### src/rtl/wishbone_decoder.sv
// Wishbone intercon: one master to NUM_SLAVES slaves by address decode, with a slave
// selection that is held for the whole cycle, a decode-miss error and a bus-timeout watchdog.
module wishbone_decoder #(
  parameter int                            NUM_SLAVES = 4,
  parameter int                            ADR_WIDTH  = 32,
  parameter int                            DAT_WIDTH  = 32,
  parameter int                            TGD_WIDTH  = 1,
  parameter int                            TGC_WIDTH  = 1,
  parameter logic [NUM_SLAVES*ADR_WIDTH-1:0] SLAVE_BASE = '0,
  parameter logic [NUM_SLAVES*ADR_WIDTH-1:0] SLAVE_MASK = '0,
  parameter int                            TIMEOUT    = 255
) (
  input  logic                            clk_i,
  input  logic                            rst_ni,
  input  logic                            m_cyc_i,
  input  logic                            m_stb_i,
  input  logic                            m_we_i,
  input  logic [ADR_WIDTH-1:0]            m_adr_i,
  input  logic [DAT_WIDTH-1:0]            m_dat_i,
  input  logic [DAT_WIDTH/8-1:0]          m_sel_i,
  input  logic [TGC_WIDTH-1:0]            m_tgc_i,
  input  logic [TGD_WIDTH-1:0]            m_tgd_i,
  output logic [DAT_WIDTH-1:0]            m_dat_o,
  output logic [TGD_WIDTH-1:0]            m_tgd_o,
  output logic                            m_ack_o,
  output logic                            m_err_o,
  output logic                            m_rty_o,
  output logic [NUM_SLAVES-1:0]           s_cyc_o,
  output logic [NUM_SLAVES-1:0]           s_stb_o,
  output logic                            s_we_o,
  output logic [ADR_WIDTH-1:0]            s_adr_o,
  output logic [DAT_WIDTH-1:0]            s_dat_o,
  output logic [DAT_WIDTH/8-1:0]          s_sel_o,
  output logic [TGC_WIDTH-1:0]            s_tgc_o,
  output logic [TGD_WIDTH-1:0]            s_tgd_o,
  input  logic [NUM_SLAVES*DAT_WIDTH-1:0] s_dat_i,
  input  logic [NUM_SLAVES*TGD_WIDTH-1:0] s_tgd_i,
  input  logic [NUM_SLAVES-1:0]           s_ack_i,
  input  logic [NUM_SLAVES-1:0]           s_err_i,
  input  logic [NUM_SLAVES-1:0]           s_rty_i
);

  localparam int IDX_W = (NUM_SLAVES > 1) ? $clog2(NUM_SLAVES) : 1;
  localparam int CNT_W = (TIMEOUT > 0) ? $clog2(TIMEOUT + 1) : 1;
  localparam logic [CNT_W-1:0] CNT_LAST = (TIMEOUT > 0) ? CNT_W'(TIMEOUT - 1) : CNT_W'(0);

  localparam logic [2:0] ST_IDLE   = 3'd0;
  localparam logic [2:0] ST_ACTIVE = 3'd1;
  localparam logic [2:0] ST_MISS   = 3'd2;
  localparam logic [2:0] ST_FAULT  = 3'd3;
  localparam logic [2:0] ST_HOLD   = 3'd4;

  logic [2:0]       state_q, state_d;
  logic [IDX_W-1:0] idx_q, idx_d;
  logic [CNT_W-1:0] cnt_q, cnt_d;

  logic             hit_s;
  logic [IDX_W-1:0] hit_idx_s;
  logic             idle_hit_s;
  logic             routed_s;
  logic [IDX_W-1:0] sel_s;
  logic             term_s;
  logic             timeout_s;

  // Address decode; scanning downward makes the lowest matching index win.
  always_comb begin
    hit_s     = 1'b0;
    hit_idx_s = '0;
    for (int i = NUM_SLAVES - 1; i >= 0; i--) begin
      if ((m_adr_i & SLAVE_MASK[i*ADR_WIDTH +: ADR_WIDTH]) == SLAVE_BASE[i*ADR_WIDTH +: ADR_WIDTH]) begin
        hit_s     = 1'b1;
        hit_idx_s = IDX_W'(i);
      end else begin
        hit_idx_s = hit_idx_s;
      end
    end
  end

  // Route selection and watchdog expiry for the current cycle.
  always_comb begin
    idle_hit_s = (state_q == ST_IDLE) && m_cyc_i && m_stb_i && hit_s;
    routed_s   = idle_hit_s || (state_q == ST_ACTIVE);
    sel_s      = (state_q == ST_ACTIVE) ? idx_q : hit_idx_s;
    term_s     = routed_s && m_stb_i && (s_ack_i[sel_s] || s_err_i[sel_s] || s_rty_i[sel_s]);
    timeout_s  = (TIMEOUT > 0) && routed_s && m_stb_i && !term_s && (cnt_q == CNT_LAST);
  end

  // Output fabric; everything is forced low while reset is asserted.
  always_comb begin
    s_cyc_o = '0;
    s_stb_o = '0;
    s_we_o  = 1'b0;
    s_adr_o = '0;
    s_dat_o = '0;
    s_sel_o = '0;
    s_tgc_o = '0;
    s_tgd_o = '0;
    m_dat_o = '0;
    m_tgd_o = '0;
    m_ack_o = 1'b0;
    m_err_o = 1'b0;
    m_rty_o = 1'b0;
    if (rst_ni) begin
      s_we_o  = m_we_i;
      s_adr_o = m_adr_i;
      s_dat_o = m_dat_i;
      s_sel_o = m_sel_i;
      s_tgc_o = m_tgc_i;
      s_tgd_o = m_tgd_i;
      if (routed_s) begin
        s_cyc_o[sel_s] = m_cyc_i;
        s_stb_o[sel_s] = m_stb_i;
        m_dat_o        = s_dat_i[sel_s*DAT_WIDTH +: DAT_WIDTH];
        m_tgd_o        = s_tgd_i[sel_s*TGD_WIDTH +: TGD_WIDTH];
        m_ack_o        = s_ack_i[sel_s] & m_stb_i;
        m_err_o        = s_err_i[sel_s] & m_stb_i;
        m_rty_o        = s_rty_i[sel_s] & m_stb_i;
      end else begin
        m_err_o = (state_q == ST_MISS) || (state_q == ST_FAULT);
      end
    end else begin
      m_err_o = 1'b0;
    end
  end

  // Next state: cycle end beats watchdog expiry, and a termination suppresses expiry.
  always_comb begin
    state_d = state_q;
    case (state_q)
      ST_IDLE: begin
        if (idle_hit_s) begin
          if (term_s) begin
            state_d = ST_IDLE;
          end else if (timeout_s) begin
            state_d = ST_FAULT;
          end else begin
            state_d = ST_ACTIVE;
          end
        end else if (m_cyc_i && m_stb_i) begin
          state_d = ST_MISS;
        end else begin
          state_d = ST_IDLE;
        end
      end
      ST_ACTIVE: begin
        if (!m_cyc_i) begin
          state_d = ST_IDLE;
        end else if (timeout_s) begin
          state_d = ST_FAULT;
        end else begin
          state_d = ST_ACTIVE;
        end
      end
      ST_MISS:  state_d = ST_IDLE;
      ST_FAULT: state_d = m_cyc_i ? ST_HOLD : ST_IDLE;
      ST_HOLD:  state_d = m_cyc_i ? ST_HOLD : ST_IDLE;
      default:  state_d = ST_IDLE;
    endcase
  end

  // Latched slave index and stall counter.
  always_comb begin
    idx_d = idle_hit_s ? hit_idx_s : idx_q;
    if ((TIMEOUT > 0) && (state_d == ST_ACTIVE) && routed_s && m_stb_i && !term_s) begin
      cnt_d = cnt_q + CNT_W'(1);
    end else begin
      cnt_d = CNT_W'(0);
    end
  end

  // State registers.
  always_ff @(posedge clk_i or negedge rst_ni) begin
    if (!rst_ni) begin
      state_q <= ST_IDLE;
      idx_q   <= '0;
      cnt_q   <= '0;
    end else begin
      state_q <= state_d;
      idx_q   <= idx_d;
      cnt_q   <= cnt_d;
    end
  end

endmodule
### config.mk
export PLATFORM = sky130hd
export DESIGN_NAME = wishbone_decoder
export DESIGN_NICKNAME = d
export VERILOG_FILES = /design/src/rtl/wishbone_decoder.sv
export SDC_FILE = /design/constraint.sdc
export NUM_CORES = 1
export LEC_CHECK = 0
export CELL_PAD_IN_SITES_DETAIL_PLACEMENT = 0
export CELL_PAD_IN_SITES_GLOBAL_PLACEMENT = 1
export CORE_AREA = 3 3 129 131
export DETAILED_ROUTE_END_ITERATION = 16
export DIE_AREA = 0 0 132 134
export PLACE_DENSITY = 0.91
export SYNTH_ARGS = -nofsm -noshare
export SYNTH_HDL_FRONTEND = slang
export SYNTH_SLANG_ARGS = --single-unit
### constraint.sdc
create_clock -name clk_i -period 1.85 [get_ports clk_i]
set_clock_uncertainty 0.05 [all_clocks]
set_input_delay 0.37 -clock clk_i [delete_from_list [all_inputs] [get_ports clk_i]]
set_output_delay 0.37 -clock clk_i [all_outputs]
set_load 0.05 [all_outputs]
==> results of run 1 <==
-- synthesized netlist by cell type --
| master | n |
|---|---|
| or4_1 | 1 |
| nand3b_1 | 1 |
| and2_1 | 106 |
| or3b_4 | 1 |
| nor4b_2 | 1 |
| nor3_1 | 5 |
| nor2b_1 | 2 |
| o21a_1 | 2 |
| o211a_1 | 1 |
| nor3_2 | 1 |
| inv_1 | 1 |
| conb_1 | 1 |
| dfrtp_1 | 11 |
| o31ai_1 | 1 |
| a21boi_0 | 1 |
| buf_4 | 6 |
| o21ai_0 | 2 |
| or3_1 | 2 |
| nand3_1 | 4 |
| nor2_1 | 1 |
| buf_6 | 3 |
| clkbuf_1 | 8 |
| xor2_1 | 2 |
| a211oi_1 | 2 |
| xnor2_1 | 1 |
| a21oi_1 | 4 |
| nor3b_1 | 2 |
| nand2_2 | 2 |
| ha_1 | 2 |
| nor2_4 | 1 |
| nand2_1 | 4 |
-- logic make-up (layout without fill, tap and decap cells) --
family,count (synthesis),count (layout)
AO/OA/AOI/OAI,13,13
XOR/XNOR,3,3
adder cells (fa/ha/maj),2,2
buffers and inverters,18,240
flip-flops,11,11
other,1,6
AND/OR/NAND/NOR,134,135
-- repair_timing --
| item | 4_1_cts | 5_1_grt |
|---|---|---|
| endpoints found under the setup margin | 109 | 38 |
| pin swaps | 5 | 21 |
| buffers inserted | 6 | 0 |
| hold endpoints to repair | 0 | 0 |
| resized for setup | 35 | 21 |
| gates cloned | 2 | 0 |
-- power by group through the flow --
stage               clock network [mW]  logic [mW]  registers [mW]
global placement                     0        1.32           0.248
floorplan                            0       0.557           0.248
global route                     0.421        1.43           0.244
finish                           0.392        1.38           0.244
detailed placement                   0        1.33           0.248
CTS                              0.404        1.38           0.244
-- worst max path at each step --
stage | from | cells past startpoint | slack (ns) | endpoint
after CTS | state_q[2]$_DFF_PN0_ | 5 | -0.23 | m_rty_o
after global placement | m_cyc_i | 5 | -0.36 | m_dat_o[10]
after global routing | state_q[2]$_DFF_PN0_ | 5 | -0.31 | m_rty_o
after detailed placement | rst_ni | 5 | -0.36 | m_err_o
after floorplan | state_q[1]$_DFF_PN0_ | 3 | -0.08 | m_ack_o
final | state_q[2]$_DFF_PN0_ | 5 | -0.24 | m_rty_o
-- cell usage in the layout, fill, tap and decap left out, types with 2 or more instances in the layout --
master / synthesis / routed
o21ai_0: 2 / 2
nand3_1: 4 / 4
or3_1: 2 / 2
a211oi_1: 2 / 2
xor2_1: 2 / 2
dfrtp_1: 11 / 10
a21oi_1: 4 / 2
buf_6: 3 / 5
o21a_1: 2 / 2
a21oi_2: 0 / 2
buf_12: 0 / 111
nand2_1: 4 / 4
nor3b_2: 0 / 2
nor3_1: 5 / 5
and2_4: 0 / 35
buf_2: 0 / 3
nor2_4: 1 / 2
clkbuf_16: 0 / 3
and2_1: 106 / 71
ha_1: 2 / 2
conb_1: 1 / 6
clkdlybuf4s50_1: 0 / 106
nand2_2: 2 / 2
buf_4: 6 / 8
-- sequential cells by signal (all words and copies together) (netlist names) --
register,flops
cnt_q,8
state_q,3
-- layer usage --
| metal | wire length [um] | GRT usage (%) |
|---|---|---|
| met5 | 0 | 0 |
| met4 | 47 | 1.23 |
| met2 | 4860 | 17.5 |
| met1 | 3980 | 13.0 |
| met3 | 822 | 3.90 |
-- area by class of cell --
type                    instances  area (sq um)
fillers                      1555         10500
repair buffers                235          3460
multi-input cells             159          1120
flip-flops and latches         11           277
well taps                     216           270
clock buffers                   4          78.8
inverters                       1          3.75
-- worst reg2reg max path, stage by stage, from the launching register on --
cell      delay (ns)
dfrtp_1         0.44
ha_1            0.23
nand3_1         0.13
or3_1           0.32
a211oi_1        0.23
-- per-stage QoR --
stage | hold slack, ns | instances | utilization (%) | setup TNS, ns
2_1_floorplan | 0.0244 | 187 | - | -0.156
3_3_place_gp | 0.486 | 614 | 31.5 | -20.86
3_5_place_dp | 0.503 | 614 | 31.5 | -21.83
4_1_cts | 0.290 | 626 | 32.9 | -7.63
5_1_grt | 0.306 | 626 | 33.2 | -9.38
6_report | 0.303 | 626 | 33.2 | -7.26
==> flow_summary.ini, run 1 <==
[synthesis]
postSynthAreaPerCell_sq_um = 7.53
synth_top_area_share_pct = 48.4
synth_top_family_by_area = simple AND/OR/NAND/NOR gates
yosysWarningCount = 0
ys_seq_elements = 11
synth-simple-area-share_pct = 61.5
ys_seq_area_share_pct = 20.1
synth_mux_area_share_pct = 0
synth_adder_area_share_pct = 1.83
synth_xor_area_share_pct = 1.92
syn_inst = 182
synth.area.top_cells = and2_1 (48%), dfrtp_1 (20%), buf_4 (3.3%), buf_6 (2.5%), clkbuf_1 (2.2%)
synth_cell_type_count = 31
synth-compound-area-share_pct = 6.21
synth_largest_area_cell = and2_1
synthesis.area_sq_um = 1370

[sta]
setup_slack_ns = -0.240
fin_crit_ns = 2.09
hold_viol = 0
report.final.slew_viol_count = 0
max_clock_freq_mhz = 479
setup_viol = 36
rsz0062_at_grt = yes
period_share_pct = 113

[floorplan]
core_area_sq_um = 15700
dieArea_sq_um = 17700
start_util_pct = 8.72
num_io_pins = 334
die_h_um = 134
num_rows = 46
fp.dieW_um = 132

[power]
p_clk_share_pct = 19.4
p_switching_uw = 766
p_per_area_nw_per_um2 = 387
combPwrFrac_pct = 68.4
seq_power_share_pct = 12.1
p_leak_nw = 2.12
internal-power_mw = 1.25
power_mw = 2.02
ir_drop_mv = 0.466
swShare_pct = 37.9

[grt]
grt_max_degree = 43
grt_pass1_wl_mm = 14.0
grt_usage_pct = 10.4
overflow = 0
grt_pass1_vias = 2135
antenna_found_initial = 0

[setup_path]
reg2reg_from = cnt_q[0]$_DFF_PN0_
regToRegSetupSlack_ns = 0.36
setup.worst_path.end_class = primary output
crit_arrival_ns = 1.67
r2r_cells = 4
required_ns = 1.43
cp_max_fo = 3
crit_buf_inv = 2
critPathMaxStageDelay_ns = 0.45
worstSetupStartpointType = flop
crit_path_cell_trace = or3b_4, buf_4, nor2b_4, and2_4, buf_12
r2r-end = cnt_q[6]$_DFF_PN0_
path_delay_family = simple AND/OR/NAND/NOR gates
critPathKind = flop to primary output
slowest_stage = or3b_4

[placed_design]
dp_hpwl_mm = 7.82
dpl_worst_slack_ns = -0.361
place_congestion = 0.676
dpl_cell_area_sq_um = 4950
portBuffers = 219

[clock_tree]
cts.reportedPaths.clkPinSlew_ns = 0.04
cts_max_path_buffers = 2
root_buffer = clkbuf_16
hold_buffers = 0
numCtsBuffers = 3
tritoncts = built
h-tree-depth = 1
clock_sinks = 11
clk_latency_ns = 0.24

[detailed_routing]
firstDrtPassIters = 4
viasPerCell = 3.32
first_iter_violations = 63
vias = 2076
finalWirelength_mm = 9.71
drc = 0
antenna_left = 0
detail_route.wl_per_cell_um = 15.5

[cells_and_area]
syn2layout_area_growth_pct = 280
nets = 632
final_layout_size_suffix_gt1_share_pct = 43.7
stdcell_area_sq_um = 5210
diodes = 0

[outcome]
status = finished with violations
violations = negative setup slack

[flow_run]
maxCapViolCount = 0

[min_path]
hold_class = input pin to asynchronous set/reset pin
No activity file was read; power rests on OpenSTA's default activity.
==> run 2, diff against run 1 <==
==> constraint.sdc (replaced) <==
create_clock -name clk_i -period 1.85 [get_ports clk_i]
set_clock_uncertainty 0.05 [all_clocks]
set_input_delay 0.2775 -clock clk_i [delete_from_list [all_inputs] [get_ports clk_i]]
set_output_delay 0.2775 -clock clk_i [all_outputs]
set_load 0.05 [all_outputs]
==> run 2 against run 1 <==
The run still ends with negative setup slack left; sequential share of layout area is essentially flat; sequential power is essentially flat; first-iteration DRC count fell by 38%; design area down 1.3%; global-route usage decreased by 0.38 points; via count down 1.0%; utilization decreased by 0.43 points; total power down 0.96%; worst setup slack improved by 0.13 ns; clock power increased by 2%; die area unchanged.
==> flow_summary.ini, run 2 (synthesis results as in run 1) <==
[cells_and_area]
syn2layout_area_growth_pct = 275
top_regs = cnt_q: 8 flops, state_q: 3 flops
registers.top_by_ff_count = cnt_q
stdcell_area_sq_um = 5140
diodes = 0
mostFrequentLayoutCell = buf_12
nets = 629
largest_register_ffs = 8
final_cell_mix = buf_12 (110), clkdlybuf4s50_1 (107), and2_1 (71)
fin_util_pct = 32.7
final_layout_size_suffix_gt1_share_pct = 42.3
final_cells = 623

[placed_design]
dp_hpwl_mm = 7.79
dp.cells = 614
place_congestion = 0.737
dpl_cell_area_sq_um = 4950
portBuffers = 219

[sta]
hold_viol = 0
rsz0062_at_grt = yes
setup_slack_ns = -0.114
report.final.slew_viol_count = 0
fin_crit_ns = 1.96
max_clock_freq_mhz = 509
setup_viol = 36
period_share_pct = 106

[setup_path]
setup.worst_path.end_class = primary output
crit_arrival_ns = 1.64
crit_path_cell_trace = or3b_4, nor2_4, buf_12, and2_2, buf_12
cp_max_fo = 17
critPathMaxStageDelay_ns = 0.44
crit_top_cell = buf_12
required_ns = 1.52
slowest_stage = or3b_4
worstSetupStartpointType = flop
path_delay_family = simple AND/OR/NAND/NOR gates
critPathKind = flop to primary output
crit_buf_inv = 2
regToRegSetupSlack_ns = 0.33

[grt]
grt_usage_pct = 9.99
grtUsageMet1_pct = 12.2
grt_pass1_vias = 2126
use_met3_pct = 4.43
grt.busiest_layer = met2
grt_pass1_wl_mm = 13.6
grt_max_degree = 85
overflow = 0
antenna_found_initial = 0
use_met2_pct = 16.8

[detailed_routing]
finalWirelength_mm = 9.27
viasPerCell = 3.30
vias = 2055
first_iter_violations = 39
firstDrtPassIters = 3
detail_route.wl_per_cell_um = 14.9
drc = 0
antenna_left = 0

[clock_tree]
hold_buffers = 0
root_buffer = clkbuf_16
clk_latency_ns = 0.24
numCtsBuffers = 3
cts_max_path_buffers = 2
clock_sinks = 11
cts.reportedPaths.clkPinSlew_ns = 0.04
h-tree-depth = 1
tritoncts = built

[outcome]
status = finished with violations
violations = negative setup slack

[power]
p_leak_nw = 2.08
p_per_area_nw_per_um2 = 389
ir_drop_mv = 0.217

[floorplan]
start_util_pct = 8.72
dieArea_sq_um = 17700
num_io_pins = 334
die_h_um = 134
core_area_sq_um = 15700
fp.dieW_um = 132
num_rows = 46

[flow_run]
maxCapViolCount = 0

[min_path]
hold_class = input pin to asynchronous set/reset pin
run 2: cell types whose count changed in the layout (fill, tap and decap cells not counted), sizes merged:
cell	previous run	this run
dlygate4sd2	1	2
buf	127	123
bufbuf	1	0
clkdlybuf4s50	106	107
run 2: final timing paths:
check | endpoint | cells past startpoint | startpoint
max | m_dat_o[11] | 5 | state_q[2]$_DFF_PN0_
min in group clk_i | cnt_q[7]$_DFF_PN0_ | 2 | cnt_q[7]$_DFF_PN0_
min | cnt_q[7]$_DFF_PN0_ | 2 | rst_ni
max reg2reg | cnt_q[6]$_DFF_PN0_ | 4 | cnt_q[0]$_DFF_PN0_
max in group asynchronous | cnt_q[3]$_DFF_PN0_ | 2 | rst_ni
min reg2reg | cnt_q[7]$_DFF_PN0_ | 2 | cnt_q[7]$_DFF_PN0_
run 2: what timing repair did:
action                                  in CTS  in global routing
pin swaps                                    6                  9
gates cloned                                 1                  0
endpoints found under the setup margin      41                 37
gates resized for setup                     22                 13
endpoints found under the hold margin        0                  0
buffers inserted                             4                  0
run 2: final cells by class:
| cell class | count | area, sq um |
|---|---|---|
| Clock buffer | 4 | 78.8 |
| Fill cell | 1545 | 10600 |
| Inverter | 1 | 3.75 |
| Multi-Input combinational cell | 159 | 1120 |
| Sequential cell | 11 | 275 |
| Tap cell | 216 | 270 |
| Timing Repair Buffer | 232 | 3400 |
run 2: stage by stage:
stage,hold slack [ns],power [mW],setup WS [ns],TNS (ns)
floorplan,-0.0681,0.804,0.00621,0
global placement,0.449,1.57,-0.232,-7.00
detailed placement,0.454,1.58,-0.247,-7.89
CTS,0.112,2.01,-0.123,-4.01
global route,0.141,2.07,-0.181,-5.64
finish,0.0830,2.00,-0.114,-3.28
run 2: layer usage:
layer	vias to the layer above	share of wire (%)
li1	1013	-
met5	-	0
met1	922	41
met3	4	11
met2	116	48
met4	0	0.40
run 2: power by group:
part | leakage (nW) | internal [mW] | switching [mW]
clock | 0.0382 | 0.290 | 0.109
combinational | 1.89 | 0.703 | 0.652
sequential | 0.153 | 0.243 | 0.00229
total | 2.08 | 1.23 | 0.763
==> run 3, diff against run 2 <==
- RECOVER_POWER: not set -> 50
==> run 3 against run 2 <==
Final cell count is the same; clock power is essentially flat; count of clock-buffer cells in the layout stayed put; register-to-register slack got worse by 0.13 ns; the flow still finishes with violations (negative setup slack); largest power group unchanged; routed wire length shrank 0.26%; die area stayed put; critical path type unchanged; worst setup slack got worse by 0.00089 ns; global-route usage stayed put.
==> flow_summary.ini, run 3 (synthesis results as in run 1) <==
[outcome]
status = finished with violations
violations = negative setup slack

[detailed_routing]
first_iter_violations = 31
viasPerCell = 3.31
vias = 2060
detail_route.wl_per_cell_um = 14.8
drc = 0
firstDrtPassIters = 3
finalWirelength_mm = 9.25
antenna_left = 0

[cells_and_area]
final_layout_size_suffix_gt1_share_pct = 41.5
stdcell_area_sq_um = 5130
final_cell_mix = buf_12 (110), clkdlybuf4s50_1 (107), and2_1 (46)
largest_register_ffs = 8
registers.top_by_ff_count = cnt_q
syn2layout_area_growth_pct = 275
top_regs = cnt_q: 8 flops, state_q: 3 flops
mostFrequentLayoutCell = buf_12
nets = 629
fillers = 1547
diodes = 0

[sta]
rsz0062_at_grt = yes
max_clock_freq_mhz = 509
setup_slack_ns = -0.115
tightest_slew_ns = 0.492
max_slew_margin_pct = 67.0
period_share_pct = 106
hold_viol = 0
setup_viol = 36
report.final.slew_viol_count = 0
fin_crit_ns = 1.96

[power]
p_per_area_nw_per_um2 = 389
internal-power_mw = 1.23
p_leak_nw = 2.05
ir_drop_mv = 0.217
seq_power_share_pct = 12.3
swShare_pct = 38.3
p_clk_share_pct = 20.0
power_mw = 1.99
combPwrFrac_pct = 67.7
p_switching_uw = 764

[setup_path]
critPathKind = flop to primary output
crit_path_cell_trace = or3b_4, nor2_4, buf_12, and2_2, buf_12
cp_max_fo = 17
crit_top_cell = buf_12
worstSetupStartpointType = flop
setup.worst_path.end_class = primary output
critPathMaxStageDelay_ns = 0.44
required_ns = 1.52
slowest_stage = or3b_4
crit_arrival_ns = 1.64

[placed_design]
dpl_cell_area_sq_um = 4950
portBuffers = 219
dp_hpwl_mm = 7.79
place_congestion = 0.737

[clock_tree]
clk_latency_ns = 0.24
cts.reportedPaths.clkPinSlew_ns = 0.04
hold_buffers = 0
cts_max_path_buffers = 2
tritoncts = built
clock_sinks = 11
numCtsBuffers = 3
h-tree-depth = 1
root_buffer = clkbuf_16

[min_path]
hold_class = input pin to asynchronous set/reset pin

[grt]
antenna_found_initial = 0
overflow = 0
grt_max_degree = 85
grt_usage_pct = 9.99
grt_pass1_vias = 2126
grt_pass1_wl_mm = 13.6

[floorplan]
core_area_sq_um = 15700
die_h_um = 134
dieArea_sq_um = 17700
start_util_pct = 8.72
num_io_pins = 334
num_rows = 46
fp.dieW_um = 132

[flow_run]
maxCapViolCount = 0
run 3: worst max-delay path: cells and delay by family (launching register included):
kind,cells,cell delay (ns)
simple gates,3,0.74
flops,1,0.37
buf+inv,2,0.28
run 3: worst paths after layout:
path | start | to | slack (ns) | cells after the start
hold reg to reg | cnt_q[7]$_DFF_PN0_ | cnt_q[7]$_DFF_PN0_ | 0.50 | 2
setup / recovery | state_q[2]$_DFF_PN0_ | m_dat_o[11] | -0.11 | 5
hold / removal | rst_ni | cnt_q[7]$_DFF_PN0_ | 0.07 | 2
setup reg to reg | state_q[1]$_DFF_PN0_ | cnt_q[6]$_DFF_PN0_ | 0.20 | 6
max in group asynchronous | rst_ni | cnt_q[3]$_DFF_PN0_ | 1.35 | 2
min in group clk_i | cnt_q[7]$_DFF_PN0_ | cnt_q[7]$_DFF_PN0_ | 0.50 | 2
run 3: area by class of cell:
cell class	count	area, sq um	area share (%)
Timing Repair Buffer	232	3390	66.1
Multi-Input combinational cell	159	1110	21.6
Sequential cell	11	275	5.36
Tap cell	216	270	5.27
Clock buffer	4	78.8	1.54
Inverter	1	3.75	0.0732
run 3: power by group through the flow:
stage	clock network (mW)	logic (mW)	registers [mW]
global route	0.425	1.40	0.245
detailed placement	0	1.33	0.248
global placement	0	1.33	0.248
CTS	0.406	1.36	0.245
floorplan	0	0.556	0.248
finish	0.399	1.35	0.245
run 3: metrics by stage:
| stage | setup WS [ns] | hold WS [ns] | std cells | util, % | setup TNS [ns] |
|---|---|---|---|---|---|
| final | -0.115 | 0.0735 | 623 | 32.7 | -3.31 |
| after global routing | -0.181 | 0.144 | 623 | 32.7 | -5.72 |
| after CTS | -0.123 | 0.112 | 623 | 32.6 | -4.01 |
| after detailed placement | -0.247 | 0.454 | 614 | 31.5 | -7.89 |
| after global placement | -0.232 | 0.449 | 614 | 31.5 | -7.00 |
| after floorplan | 0.00621 | -0.0681 | 187 | - | 0 |
run 3: routing by layer:
metal  GRT usage, %  wire [um]
met3           4.43        993
met2           16.8       4480
met4           1.23         37
met1           12.2       3730
met5              0          0
run 3: what timing repair did:
item	4_1_cts	5_1_grt
gates cloned	1	0
pin swaps	6	9
resized for setup	22	13
setup endpoints to repair	41	37
buffers inserted	4	0
